[src/rtl/mem_stage.sv]
// rtl/mem_stage.sv - memory-access pipeline stage with data-cache handshake and MEM/WB register
//
// Ports:
//   CLK, RST                 clock (rising edge), synchronous active-high reset
//   *_i4                     EX/MEM register outputs (load/store request, address/ALU
//                            result, store data, write-back select, LUI, NPC, reg write,
//                            destination, halt)
//   dhit, dmemload           data cache completion and load data (valid with dhit)
//   dmemREN/WEN/addr/store   combinational data cache request
//   mem_stall                holds PC and upstream pipeline registers
//   wen_o5/wsel_o5/wdat_o5   MEM/WB register outputs
//   halt_o5                  sticky halt
//   mem_wait_cnt             saturating count of stall cycles since reset
module mem_stage #(
    parameter int WAITCNT_W = 16
) (
    input  logic                 CLK,
    input  logic                 RST,
    input  logic                 d_ren_i4,
    input  logic                 d_wen_i4,
    input  logic [31:0]          dmemaddr_i4,
    input  logic [31:0]          dmemstore_i4,
    input  logic [1:0]           W_mux_i4,
    input  logic [31:0]          LUI_i4,
    input  logic [31:0]          npc_i4,
    input  logic                 wen_i4,
    input  logic [4:0]           wsel_i4,
    input  logic                 halt_i4,
    input  logic                 dhit,
    input  logic [31:0]          dmemload,
    output logic                 dmemREN,
    output logic                 dmemWEN,
    output logic [31:0]          dmemaddr,
    output logic [31:0]          dmemstore,
    output logic                 mem_stall,
    output logic                 wen_o5,
    output logic [4:0]           wsel_o5,
    output logic [31:0]          wdat_o5,
    output logic                 halt_o5,
    output logic [WAITCNT_W-1:0] mem_wait_cnt
);

    typedef enum logic {
        IDLE = 1'b0,
        WAIT = 1'b1
    } state_t;

    state_t                 state_q, state_d;
    logic                   halted_q, halted_d;
    logic                   wen_q, wen_d;
    logic [4:0]             wsel_q, wsel_d;
    logic [31:0]            wdat_q, wdat_d;
    logic [WAITCNT_W-1:0]   cnt_q, cnt_d;

    logic                   memop;
    logic                   req;
    logic [31:0]            wb_mux;

    // Request generation and next-state logic
    always_comb begin
        memop     = (d_ren_i4 | d_wen_i4) & ~halted_q;
        // WAIT keeps the request up on its own; the upstream inputs are frozen
        // by the stall so the request fields stay consistent. Reset abandons it.
        req       = ~RST & ((state_q == WAIT) | memop);
        dmemWEN   = req & d_wen_i4;
        dmemREN   = req & d_ren_i4 & ~d_wen_i4;
        dmemaddr  = req ? dmemaddr_i4  : 32'h0;
        dmemstore = req ? dmemstore_i4 : 32'h0;
        mem_stall = req & ~dhit;

        state_d = state_q;
        case (state_q)
            IDLE: if (req && !dhit) state_d = WAIT;
            WAIT: if (!req || dhit) state_d = IDLE;
            default: state_d = IDLE;
        endcase
    end

    // Write-back select
    always_comb begin
        wb_mux = dmemaddr_i4;
        case (W_mux_i4)
            2'd0: wb_mux = dmemaddr_i4;
            2'd1: wb_mux = dmemload;
            2'd2: wb_mux = LUI_i4;
            2'd3: wb_mux = npc_i4;
            default: wb_mux = dmemaddr_i4;
        endcase
    end

    // MEM/WB register, halt flag and wait counter next values
    always_comb begin
        halted_d = halted_q;
        cnt_d    = cnt_q;
        wen_d    = 1'b0;
        wsel_d   = 5'd0;
        wdat_d   = 32'h0;

        if (mem_stall) begin
            // Bubble while waiting: the stalled instruction retires once, on its hit cycle
            if (cnt_q != {WAITCNT_W{1'b1}}) begin
                cnt_d = cnt_q + 1'b1;
            end
        end else begin
            wen_d  = wen_i4 & ~halted_q;
            wsel_d = wsel_i4;
            wdat_d = wb_mux;
            if (halt_i4) begin
                halted_d = 1'b1;
            end
        end
    end

    always_ff @(posedge CLK) begin
        if (RST) begin
            state_q  <= IDLE;
            halted_q <= 1'b0;
            cnt_q    <= '0;
            wen_q    <= 1'b0;
            wsel_q   <= 5'd0;
            wdat_q   <= 32'h0;
        end else begin
            state_q  <= state_d;
            halted_q <= halted_d;
            cnt_q    <= cnt_d;
            wen_q    <= wen_d;
            wsel_q   <= wsel_d;
            wdat_q   <= wdat_d;
        end
    end

    assign wen_o5       = wen_q;
    assign wsel_o5      = wsel_q;
    assign wdat_o5      = wdat_q;
    assign halt_o5      = halted_q;
    assign mem_wait_cnt = cnt_q;

endmodule

[config.mk]
export PLATFORM = sky130hd
export DESIGN_NAME = mem_stage
export DESIGN_NICKNAME = d
export VERILOG_FILES = /design/src/rtl/mem_stage.sv
export SDC_FILE = /design/constraint.sdc
export NUM_CORES = 1
export LEC_CHECK = 0
export ABC_AREA = 1
export CORE_AREA = 2 2 114 116
export DETAILED_ROUTE_END_ITERATION = 8
export DIE_AREA = 0 0 116 118
export PLACE_DENSITY_LB_ADDON = 0.1
export SYNTH_ARGS = -nofsm -noshare
export SYNTH_HDL_FRONTEND = slang
export SYNTH_SLANG_ARGS = --single-unit
[constraint.sdc]
create_clock -name CLK -period 1.5 [get_ports CLK]
set_input_delay 0.3 -clock CLK [delete_from_list [all_inputs] [get_ports CLK]]
set_output_delay 0.3 -clock CLK [all_outputs]
set_load 0.05 [all_outputs]
==> impl_metrics.toml <==
[status]
status = "finished with violations"
violations = "setup timing"

[route]
via_count = 4745
drt_iter0_markers = 181
firstDrtPassIters = 4
routed_wl_um = 16440
post_drt_wl_per_cell_um = 15.89
antenna_left = 0
drcViolationCount = 0
via_per_inst = 4.585

[worst_setup_path]
r2r_setup_slack_ns = -0.21
critPathRequiredTime_ns = 1.20
reg2reg_from = "halt_o5"
critPathKind = "flip-flop to primary output"
crit_path_start_kind = "flip-flop"
worstSetupEndpointType = "primary output"
cp.buffers_inverters = 4
path_max_fanout = 6
rr_endpoint = "mem_wait_cnt[5]"
critical-path-top-delay-family = "buffers and inverters"
startpoint = "halt_o5"
cp_common_cell = "buf_12"
crit_chain = "inv_2 -> o21ai_2 -> nand2_2 -> nand2_8 -> buf_12 -> buf_16 -> nor2_4 -> buf_12"
worst_path_largest_cell_delay_ns = 0.35
cp.arrival_ns = 1.56
r2r.worst_path.cells = 13
slowest_stage = "dfxtp_4"

[synthesis]
seq_area_frac_synth_pct = 34.86
synth-async-reset-ratio_pct = 0
synth_top_family_by_area = "simple AND/OR/NAND/NOR gates"
netlist_instances = 535
synth_xor_area_share_pct = 1.634
synth_top_flop_cell = "dfxtp_1"
synth_area_um2 = 3216
synth-compound-area-share_pct = 10.89
synth_mux_area_share_pct = 0
synthAdderAreaFrac_pct = 0.3891
yosys.area_share.simple_pct = 37.98
synth_edf_count = 0
synth_fp_nets = 710
synth_cell_types = 22
ys_ff_latch = 56
yosysWarnings = 0
syn_avg_cell_area_um2 = 6.010

[global_routing]
grt-ovfl-total = 0
grt_pass1_wl_um = 24270
grt_max_degree = 25
grt_pass1_vias = 4678
antenna_found_initial = 0
grt_usage_pct = 22.64

[die]
io_pins = 296
start_util_pct = 25.90
fp.dieH_um = 118
core_um2 = 12410
num_rows = 41
die_area_um2 = 13690
die_w_um = 116

[min_path]
hold_class = "input pin to flip-flop"
min-delay-start = "RST"
hold_path_end = "halt_o5"
hold_depth = 3

[timing]
max_slew_margin_pct = 78.93
drv_slew = 0
worst_slew_pin_slew_ns = 0.3161
fin_skew_ns = 0.008478
rsz0062_at_grt = "yes"
setup_tns_ns = -23.49
min_period_ns = 1.863
setup_ws_ns = -0.3626
hold_viol = 0
fmax_mhz = 536.9
fin_crit_sh_pct = 124.2
finalSetupViolations = 94

[finish]
utilization_pct = 72.98
drive_gt1_share_pct = 36.15
n_fill_cell = 937
syn_to_final_growth_pct = 181.8
nNetsFinal = 1037
diodes = 0

[pwr]
peakVddDrop_mv = 0.5246
p_int_mw = 4.149
p_sw_mw = 2.220
p_comb_share_pct = 49.7
seq_power_share_pct = 26.6
clock_power_share_pct = 23.7
leakagePower_nw = 3.834
sw_frac_of_total_pct = 34.86
powerDensity_nw_per_um2 = 703.0

[place]
hpwl_um = 12000
place.gp.congestion = 0.8298
place_ws_ns = -0.5474
portBuffers = 295

[clocking]
clockBufferDepth = 2
cts_hold_buf = 0
ctsHtreeMaxLevel = 2
clkTransAtPathRegs_ns = 0.08
cts_sinks = 56
cts_buffers = 5
tritoncts = "done"
cts_root_buf = "clkbuf_16"
worstSkewPairLatency_ns = 0.30

[job]
max_cap_violations = 0
[power groups by stage]
stage,logic (mW),clock network (mW),registers (mW)
floorplan,0.994,0,2.04
detailed placement,2.86,0,1.73
global placement,2.83,0,1.72
global route,3.31,1.58,1.70
CTS,3.10,1.53,1.69
finish,3.17,1.51,1.69
[cell usage in the layout (no fill, tap or decap)]
master           count
clkdlybuf4s50_1    169
nand2_1            145
buf_12             124
inv_1               85
nor2_4              72
nor2_1              55
dfxtp_1             39
buf_4               32
nor2_2              18
a221oi_1            15
dfxtp_2             14
nand3_1             12
clkbuf_16            8
o21ai_1              7
a221oi_2             7
buf_16               7
buf_6                6
a41oi_1              5
a41oi_2              5
xor2_1               4
nand2_2              3
a21oi_1              3
nand4_1              3
dfxtp_4              3
dlygate4sd2_1        3
inv_2                2
o21ai_2              2
nand2_8              2
inv_4                2
o21ai_0              2
xnor2_1              2
bufinv_16            2
nand3_4              1
ha_4                 1
clkbuf_1             1
bufbuf_16            1
dlymetal6s2s_1       1
[per-stage QoR]
step | area, um^2 | hold WS, ns | std cells | power [mW]
5_1_grt | 9060 | 0.5105 | 1035 | 6.592
2_1_floorplan | 3797 | 0.3594 | 535 | 3.034
6_report | 9060 | 0.4896 | 1035 | 6.369
4_1_cts | 8869 | 0.4792 | 1030 | 6.325
3_3_place_gp | 8219 | 0.5111 | 1004 | 4.555
3_5_place_dp | 8219 | 0.5281 | 1004 | 4.589
[worst max path at each step]
stage	end	slack, ns	depth (start not counted)
2_1_floorplan	dmemstore[10]	-0.09	7
3_3_place_gp	dmemaddr[0]	-0.56	7
3_5_place_dp	dmemaddr[0]	-0.55	7
4_1_cts	dmemstore[9]	-0.37	8
5_1_grt	dmemstore[9]	-0.42	8
6_report	dmemstore[9]	-0.36	8
[area by class of cell]
cell class / instances / area, um^2 / share of cell area (%)
clock buffers: 6 / 128.9 / 1.422
clock inverters: 2 / 60.06 / 0.6629
inverters: 89 / 339.1 / 3.743
multi-input cells: 364 / 2346 / 25.89
flip-flops and latches: 56 / 1150 / 12.69
well taps: 172 / 215.2 / 2.375
repair buffers: 346 / 4821 / 53.21
[worst min-delay path: cells and delay by family]
family                 cells  cell delay, ns
buffers and inverters      2            0.42
AOI/OAI and AO/OA          1            0.04
[Yosys cell counts (3+ instances only)]
cell type  instances  area (um^2)
nand2_1          148        555.5
nor2_1           141        529.3
inv_1             88        330.3
dfxtp_1           56         1121
a221oi_1          22        192.7
clkbuf_1          15        56.30
nand3_1           12        60.06
a41oi_1           10        87.58
buf_2              9        45.04
o21ai_0            6        30.03
o21ai_1            5        25.02
xor2_1             4        35.03
a21oi_1            3        15.01
nand4_1            3        18.77
[metal layers]
layer	routed length (um)	track usage, %
met3	1488	6.385
met1	5695	24.05
met2	8678	41.34
met5	0	0
met4	581	9.003
[flip-flops by register name, indices dropped and copies added, names as in the netlist]
register and count:
state_q 1, mem_wait_cnt 16, wen_o5 1, wdat_o5 32
halt_o5 1, wsel_o5 5
[kinds of logic (layout without fill, tap and decap cells)]
logic type | after synthesis | after routing
fa+ha+maj | 1 | 1
flops | 56 | 56
compound gates | 46 | 46
buf+inv | 115 | 443
xor+xnor | 6 | 6
simple gates | 311 | 311
[repair_timing]
item                                    4_1_cts  5_1_grt
gates resized for setup                      34       43
cloned                                        8        3
endpoints found under the setup margin      121      104
setup buffers                                10        5
pin swaps                                     7       17
Note: power is estimated with default switching activity, not from simulation.
